<file path="src/rtl/rv32i_types.sv">
// Shared RV32I pipeline types: controller state, NOP encoding, bubble word.
// Imported by the pipeline controller and its hazard unit.
package rv32i_types;

    typedef enum logic {
        RUN   = 1'b0,
        STALL = 1'b1
    } ctrl_state_t;

    localparam logic [31:0] NOP_INSTR = 32'h0000_0013;

    typedef struct packed {
        logic       reg_write;
        logic       mem_read;
        logic       mem_write;
        logic       branch;
        logic       jump;
        logic       alu_src;
        logic [3:0] alu_op;
        logic [1:0] wb_sel;
    } rv32i_control_word_t;

    localparam rv32i_control_word_t CTRL_BUBBLE = '0;

endpackage

</file>
<file path="src/rtl/pipeline_ctrl_hazard_detect.sv">
// Load-use hazard detection between id_ex (producer) and if_id (consumer).
// Purely combinational; x0 never creates a dependency.
module hazard_detect
    import rv32i_types::*;
(
    input  logic       ex_is_load,
    input  logic [4:0] ex_rd,
    input  logic [4:0] id_rs1,
    input  logic [4:0] id_rs2,
    output logic       lu
);

    logic rd_nz;
    logic rs_hit;

    // Compare the load destination against both source operands
    always_comb begin
        rd_nz  = (ex_rd != 5'd0);
        rs_hit = (ex_rd == id_rs1) | (ex_rd == id_rs2);
        lu     = ex_is_load & rd_nz & rs_hit;
    end

endmodule

</file>
<file path="src/rtl/pipeline_ctrl.sv">
// Stall/flush controller for the 5-stage RV32I pipeline.
// Optional counters: define PIPELINE_CTRL_PERF_EN.
module pipeline_ctrl
    import rv32i_types::*;
#(
    parameter int CNT_W = 32
) (
    input  logic             clk,
    input  logic             rst,
    input  logic             imem_read,
    input  logic             imem_resp,
    input  logic             dmem_req,
    input  logic             dmem_resp,
    input  logic [4:0]       id_rs1,
    input  logic [4:0]       id_rs2,
    input  logic [4:0]       ex_rd,
    input  logic             ex_is_load,
    input  logic             br_taken,
`ifdef PIPELINE_CTRL_PERF_EN
    output logic [CNT_W-1:0] stall_cnt,
    output logic [CNT_W-1:0] flush_cnt,
    output logic [CNT_W-1:0] lu_cnt,
`endif
    output logic             load_pc,
    output logic             load_if_id,
    output logic             load_id_ex,
    output logic             load_ex_mem,
    output logic             load_mem_wb,
    output logic             flush_if_id,
    output logic             flush_id_ex,
    output logic             imem_mask,
    output logic             dmem_mask,
    output logic             stalled
);

    if (CNT_W < 1) begin : g_cnt_w_chk
        $error("CNT_W must be at least 1");
    end

    ctrl_state_t state_q;
    ctrl_state_t state_d;
    logic        imem_done_q;
    logic        dmem_done_q;
    logic        i_ok;
    logic        d_ok;
    logic        advance;
    logic        lu;

    hazard_detect u_hazard (
        .ex_is_load (ex_is_load),
        .ex_rd      (ex_rd),
        .id_rs1     (id_rs1),
        .id_rs2     (id_rs2),
        .lu         (lu)
    );

    // A side is satisfied if idle, answering now, or already answered
    always_comb begin
        i_ok    = ~imem_read | imem_resp | imem_done_q;
        d_ok    = ~dmem_req | dmem_resp | dmem_done_q;
        advance = i_ok & d_ok;
    end

    // Enables, flushes and next state; memory wait beats branch beats bubble
    always_comb begin
        load_pc     = 1'b0;
        load_if_id  = 1'b0;
        load_id_ex  = 1'b0;
        load_ex_mem = 1'b0;
        load_mem_wb = 1'b0;
        flush_if_id = 1'b0;
        flush_id_ex = 1'b0;
        state_d     = state_q;
        if (!rst) begin
            unique case (1'b1)
                ~advance: begin
                    state_d = STALL;
                end
                advance & br_taken: begin
                    load_pc     = 1'b1;
                    load_if_id  = 1'b1;
                    load_id_ex  = 1'b1;
                    load_ex_mem = 1'b1;
                    load_mem_wb = 1'b1;
                    flush_if_id = 1'b1;
                    flush_id_ex = 1'b1;
                    state_d     = RUN;
                end
                advance & ~br_taken & lu: begin
                    load_id_ex  = 1'b1;
                    load_ex_mem = 1'b1;
                    load_mem_wb = 1'b1;
                    flush_id_ex = 1'b1;
                    state_d     = RUN;
                end
                default: begin
                    load_pc     = 1'b1;
                    load_if_id  = 1'b1;
                    load_id_ex  = 1'b1;
                    load_ex_mem = 1'b1;
                    load_mem_wb = 1'b1;
                    state_d     = RUN;
                end
            endcase
        end
    end

    // Status outputs follow the registered state and done latches
    always_comb begin
        stalled   = (state_q == STALL);
        imem_mask = imem_done_q;
        dmem_mask = dmem_done_q;
    end

    // State register and done latches; a response that lands on the
    // advancing cycle is consumed there and never latched
    always_ff @(posedge clk or posedge rst) begin
        if (rst) begin
            state_q     <= RUN;
            imem_done_q <= 1'b0;
            dmem_done_q <= 1'b0;
        end else begin
            state_q <= state_d;
            if (advance) begin
                imem_done_q <= 1'b0;
                dmem_done_q <= 1'b0;
            end else begin
                imem_done_q <= imem_done_q | imem_resp;
                dmem_done_q <= dmem_done_q | dmem_resp;
            end
        end
    end

`ifdef PIPELINE_CTRL_PERF_EN
    localparam logic [CNT_W-1:0] CNT_MAX = '1;
    localparam logic [CNT_W-1:0] CNT_ONE = CNT_W'(1);

    logic lu_bubble;

    // A load-use bubble is an id_ex flush without an if_id flush
    always_comb begin
        lu_bubble = flush_id_ex & ~flush_if_id;
    end

    // Saturating event counters
    always_ff @(posedge clk or posedge rst) begin
        if (rst) begin
            stall_cnt <= '0;
            flush_cnt <= '0;
            lu_cnt    <= '0;
        end else begin
            if (~advance && stall_cnt != CNT_MAX)
                stall_cnt <= stall_cnt + CNT_ONE;
            if (flush_if_id && flush_cnt != CNT_MAX)
                flush_cnt <= flush_cnt + CNT_ONE;
            if (lu_bubble && lu_cnt != CNT_MAX)
                lu_cnt <= lu_cnt + CNT_ONE;
        end
    end
`endif

endmodule

</file>
<file path="config.mk">
export PLATFORM = sky130hd
export DESIGN_NAME = pipeline_ctrl
export DESIGN_NICKNAME = d
export VERILOG_FILES = /design/src/rtl/rv32i_types.sv /design/src/rtl/pipeline_ctrl_hazard_detect.sv /design/src/rtl/pipeline_ctrl.sv
export SDC_FILE = /design/constraint.sdc
export NUM_CORES = 1
export LEC_CHECK = 0
export CAP_MARGIN = 15
export CELL_PAD_IN_SITES_DETAIL_PLACEMENT = 0
export CELL_PAD_IN_SITES_GLOBAL_PLACEMENT = 1
export CORE_MARGIN = 4
export CORE_UTILIZATION = 17
export CTS_CLUSTER_DIAMETER = 30
export DETAILED_ROUTE_END_ITERATION = 7
export GPL_TIMING_DRIVEN = 0
export HOLD_SLACK_MARGIN = 0.08
export PLACE_DENSITY_LB_ADDON = 0.1
export SLEW_MARGIN = 20
export SYNTH_ARGS = -nofsm -noshare
export SYNTH_HDL_FRONTEND = slang
export SYNTH_SLANG_ARGS = --single-unit
</file>
<file path="constraint.sdc">
create_clock -name clk -period 2 [get_ports clk]
set_clock_uncertainty 0.15 [all_clocks]
set_input_delay 0.4 -clock clk [delete_from_list [all_inputs] [get_ports clk]]
set_output_delay 0.4 -clock clk [all_outputs]
set_load 0.02 [all_outputs]
</file>
==> flow_summary.toml <==
[placed_design]
place.gp.congestion = 0.694
place_inst = 94
post-place-ws_ns = -0.982
dp_hpwl_um = 796
io_buffers = 32

[synthesis]
yosys_warnings = 0
synthCells = 37
syn_avg_cell_area_sq_um = 8.59
syn_area_sq_um = 318
synthTopCellsByArea = "xor2_1, dfrtp_1, a221oi_4"
ys_types = 16
yosysSeqAreaShare = 0.236
synth_top_cell_area_share = 0.276
yosys_register_bits = 3
synth_nets = 60
yosysTopAreaCell = "xor2_1"

[die]
core_area_sq_um = 1750
dieWidth_um = 51.2
die_area_sq_um = 2630
pin_count = 33
rows = 15
die_h_um = 51.2
start_util = 0.182

[sta]
timing.setup.tns_ns = -0.182
fin_crit_ns = 2.09
hold_viol_final = 0
slew_headroom = 0.853
setup_slack_ns = -0.0872
hold_ws_ns = 0.0953
setup_viol = 3
rsz0062_at_grt = "true"
min_period_over_period = 1.04
worst_pin_slew_ns = 0.219
slew_viol_final = 0
max_freq_mhz = 479

[detailed_routing]
drt_iter0_drc = 2
wl_um = 1030
wl_per_cell_um = 9.73
via_count = 408
ant_nets = 0
drc = 0
drt_pass1_iterations = 2
vias_per_cell = 3.85

[cts]
cts_tree = "done"
cts.sinks = 3
clk_pin_slew_worst_paths_ns = 0.04
cts_htree_levels = 1
cts_buffers = 3
cts.path.max_buffers = 2
insertion_delay_ns = 0.23
clock-root-buffer = "clkbuf_4"
holdBufCountCts = 0

[grt]
grt_pass1_wl_um = 1530
grt_max_degree = 5
grt_pass1_vias = 390
grtUsageTotal = 0.0758
gr-total-overflow = 0
antenna_found_initial = 0

[job]
cap_viol_max_count = 0

[run_status]
status = "complete, but fails checks"
violations = "negative setup slack"

[power]
p_leak_nw = 0.357
peakVddDrop_uv = 178
power_density_nw_per_um2 = 444

[finish]
syn2layout_area_growth_pct = 134
nNetsFinal = 105
diodes = 0
layout-drive-gt1-share = 0.519
stdcell_count = 106
fillerInstances = 196

[worst_setup_path]
slowest_delay_ns = 0.54
cp_max_fo = 3
r2r-start = "dmem_mask"
worst_setup_path_end_kind = "output port"
r2r_setup_slack_ns = 0.64
path_class = "in2out"
cp_data_required_time_ns = 1.45
path_cells = "buf_8 -> or4_4 -> o21ai_2 -> o31a_1 -> buf_6 -> buf_6"
startpoint_type = "input port"
cpMaxStageDelayCell = "or4_4"
arrival_ns = 1.54
crit_top_cell = "buf_6"
worstReg2RegEnd = "stalled"
rr_worst_depth = 6

[min_path]
holdCritPathClass = "in2async"
cell families (layout without fill, tap and decap cells):
| group | count (synthesis) | in the layout | synth area share |
|---|---|---|---|
| xor gates and xnor gates | 10 | 10 | 0.276 |
| buffers and inverters | 5 | 49 | 0.0945 |
| DFF | 3 | 3 | 0.236 |
| AOI/OAI and AO/OA | 7 | 7 | 0.213 |
| and+or+nand+nor | 12 | 12 | 0.181 |
area by class of cell:
class                           count  area, sq um  area share
Buffer                              3         26.3      0.0354
Tap cell                           25         31.3      0.0421
Multi-Input combinational cell     29          249       0.335
Timing Repair Buffer               40          325       0.438
Clock buffer                        4         26.3      0.0354
Inverter                            2         7.51      0.0101
Sequential cell                     3         77.6       0.104
stage by stage:
stage	cell area (sq um)	power, W	util
finish	743	0.000330	0.426
CTS	712	0.000329	0.408
detailed placement	686	0.000219	0.393
global route	743	0.000354	0.426
floorplan	334	0.000133	-
global placement	686	0.000220	0.393
critical path, delay by kind of cell:
kind	cells	cell delay [ns]
simple gates	1	0.54
compound gates	2	0.30
buf+inv	3	0.30
sequential cells by signal, indices dropped and copies added (netlist names):
name	count
imem_mask	1
stalled	1
dmem_mask	1
cells in the final DEF (no fill, tap or decap):
cell type and n:
a21oi_1 1, a221oi_4 1, a22oi_2 1, and2_4 1
buf_2 10, buf_4 12, buf_6 4, buf_8 1
clkbuf_1 1, clkbuf_4 3, clkdlybuf4s15_1 2, clkdlybuf4s15_2 1
clkdlybuf4s50_1 5, dfrtp_1 1, dfrtp_2 2, dlygate4sd2_1 8
inv_1 2, nand2_1 2, nor2_1 4, nor2_4 2
nor3_2 2, o211ai_1 1, o21ai_2 1, o21bai_1 1
o31a_1 1, or4_4 1, xor2_1 10
layer usage:
layer	share of wire	GRT usage	vias to the layer above	routed length, um
met5	0	0	-	0
met4	0	0.0393	0	0
met3	0.11	0.0262	0	112
met2	0.55	0.144	20	563
met1	0.34	0.0703	176	355
li1	-	-	212	-
worst max-delay path by stage:
stage | from | cells past startpoint | to | slack [ns]
finish | ex_rd[3] | 6 | load_pc | -0.09
detailed placement | ex_rd[0] | 6 | load_pc | -0.98
CTS | ex_rd[4] | 6 | load_pc | -0.12
global placement | ex_rd[0] | 6 | load_pc | -1.00
floorplan | imem_mask | 4 | load_pc | -0.03
global route | ex_rd[3] | 6 | load_pc | -0.16
Yosys cell counts:
master / number
or4_4: 1
o211ai_1: 1
and2_1: 1
a22oi_1: 1
buf_4: 3
dfrtp_1: 3
a221oi_4: 1
o31a_1: 1
nor3_1: 2
inv_1: 2
xor2_1: 10
o21bai_1: 1
a21oi_1: 1
nor2_1: 6
o21ai_1: 1
nand2_1: 2
report_power, final:
part           internal [W]  switching, W   total, W
clock network     0.0000748     0.0000322   0.000107
registers         0.0000655    0.00000271  0.0000682
logic             0.0000864     0.0000687   0.000155
total              0.000227      0.000104   0.000330
repair_timing:
| item | CTS | global route |
|---|---|---|
| pin swaps | 13 | 8 |
| endpoints found under the hold margin | 0 | 0 |
| setup endpoints to repair | 7 | 6 |
| resized for setup | 86 | 8 |
| setup buffers | 5 | 3 |
Note: power is estimated with default switching activity, not from simulation.
==> RTL change: new RTL, same settings <==
Register the output `stalled`, cleared by the reset; this adds one clock of latency there. The other outputs are not delayed to match.
--- a/src/rtl/pipeline_ctrl.sv
+++ b/src/rtl/pipeline_ctrl.sv
@@ -32,6 +32,8 @@
     output logic             dmem_mask,
     output logic             stalled
 );
+
+    logic stalled_d;
 
     if (CNT_W < 1) begin : g_cnt_w_chk
         $error("CNT_W must be at least 1");
@@ -107,7 +109,7 @@
 
     // Status outputs follow the registered state and done latches
     always_comb begin
-        stalled   = (state_q == STALL);
+        stalled_d = (state_q == STALL);
         imem_mask = imem_done_q;
         dmem_mask = dmem_done_q;
     end
@@ -159,5 +161,13 @@
     end
 `endif
 
+    always_ff @(posedge clk or posedge rst) begin
+        if (rst) begin
+            stalled <= '0;
+        end else begin
+            stalled <= stalled_d;
+        end
+    end
+
 endmodule
 
Check against the original RTL: not equivalent (a bounded check fails within 4 cycles, from zero or initial values and one cycle with rst high).
==> RTL change against the unedited design <==
- the run still ends with negative setup slack left
- area after synthesis up 7.9%
- register-to-register slack better by 0.12 ns
- wire length up 5.3%
- via count up 0.49%
- non-clock buffer count down 6
- design area down 0.67%
- global-route usage up 0.51 points
- worst setup slack better by 0.013 ns
- total power up 6.1%
- combinational power down 3%
- sequential power up 34%
- utilization down 2.0 points
- sequential cell count up 1
- highest routed layer unchanged
==> RTL change: results <==
group,metric,value,unit
run_status,status,"complete, but fails checks",
run_status,violations,"negative setup slack",
grt,antenna_found_initial,0,
setup_path,cpPeakStageDelay,0.54,ns
grt,grt_max_degree,6,
setup_path,critPathArrivalTime,1.52,ns
drt,num_vias,410,
drt,met2_length,457,um
placed_design,place_congestion,0.706,
clocking,insertion_delay,0.23,ns
yosys,ys_top_cells_by_area,"dfrtp_1 (29%), xor2_1 (26%), a221oi_4 (7.7%)",
timing,timing.setup.tns,-0.136,ns
clocking,cts-root-buf,"clkbuf_4",
timing,worst_slew_pin_slew,0.294,ns
drt,first_pass_iters,3,
clocking,cts.htree.levels,1,
setup_path,path_max_fanout,3,
worst_hold_path,min-delay-path-class,"in -> async",
pwr,leakagePower,0.340,nW
yosys,yosys-top-cells-count,"xor2_1 (10), nor2_1 (6), dfrtp_1 (4)",
grt,grt_pass1_vias,438,
placed_design,numPortBuffers,32,
final_layout,nets,100,
yosys,syn-num-nets,61,
drt,wl_met3,252,um
drt,topRoutingLayerUsed,"met3",
setup_path,slowest_stage,"or4_4",
yosys,synth-edff-count,0,
final_layout,drive_gt1_share,53.9,%
drt,drt_iter0_markers,5,
placed_design,dp_hpwl,899,um
timing,layout_setup_ws,-0.0744,ns
grt,grt_pass1_wl,1.69,mm
clocking,cts_buffer_depth,2,
setup_path,cp_top_family,"simple AND/OR/NAND/NOR gates",
drt,wl_met1,375,um
yosys,synthArstFlopShare,100,%
final_layout,fill_cells,200,
drt,routed_wl,1.09,mm
yosys,yosysSeqAreaShare,29.2,%
yosys,synth.distinct_cells,16,
timing,setup_viol,3,
clocking,clk_pin_slew,0.04,ns
yosys,ys.flop_type,"dfrtp_1",
pwr,ir_worst_vdd,0.154,mV
grt,grt_use_total,8.09,%
## RTL change: layout make-up
class	count	area [um^2]	share of cell area, %
Timing Repair Buffer	34	280	38.0
Multi-Input combinational cell	29	264	35.8
Sequential cell	4	103	13.9
Tap cell	25	31.3	4.24
Clock buffer	4	26.3	3.56
Buffer	3	26.3	3.56
Inverter	2	7.51	1.02
## RTL change: timing repair
item                                   4_1_cts  5_1_grt
buffers inserted                             2        0
pin swaps                                   14       12
endpoints found under the hold margin        0        0
setup endpoints to repair                    7        6
resized for setup                           83       24
## RTL change: routing by layer
| layer | GRT usage [%] | up-vias |
|---|---|---|
| li1 | - | 202 |
| met5 | 0 | - |
| met4 | 3.83 | 0 |
| met2 | 12.0 | 29 |
| met3 | 5.63 | 0 |
| met1 | 8.66 | 179 |
## RTL change: per-stage QoR
stage	utilization [%]	std cells	total power [mW]	worst slack (ns)	cell area, um^2
floorplan	-	38	0.157	-0.0295	359
global placement	39.0	95	0.244	-0.999	711
detailed placement	39.0	95	0.244	-0.979	711
CTS	40.4	101	0.351	-0.118	736
global route	40.5	101	0.378	-0.117	738
finish	40.5	101	0.350	-0.0744	738
## RTL change: worst paths after layout
path,start,to,slack (ns),cells after the start
max,ex_rd[4],load_pc,-0.07,6
min,rst,imem_mask$_DFF_PP0_,0.10,2
max reg2reg,imem_mask$_DFF_PP0_,stalled_d$_DFFE_PP0N_,0.76,4
min reg2reg,stalled_d$_DFFE_PP0N_,stalled$_DFF_PP0_,0.23,0
max in group asynchronous,rst,dmem_mask$_DFF_PP0_,1.43,2
min in group clk,stalled_d$_DFFE_PP0N_,stalled$_DFF_PP0_,0.23,0
## RTL change: kinds of logic (layout without fill, tap and decap cells)
| logic type | count (synthesis) | after routing | synth area share [%] |
|---|---|---|---|
| simple gates | 12 | 12 | 16.8 |
| buf+inv | 5 | 43 | 8.76 |
| compound gates | 7 | 7 | 19.7 |
| flops | 4 | 4 | 29.2 |
| xor+xnor | 10 | 10 | 25.5 |
## RTL change: where the power goes
| part | internal, mW | leakage (nW) | switching (mW) |
|---|---|---|---|
| combinational | 0.0804 | 0.278 | 0.0693 |
| sequential | 0.0881 | 0.0468 | 0.00353 |
| clock | 0.0749 | 0.0150 | 0.0341 |
| total | 0.243 | 0.340 | 0.107 |
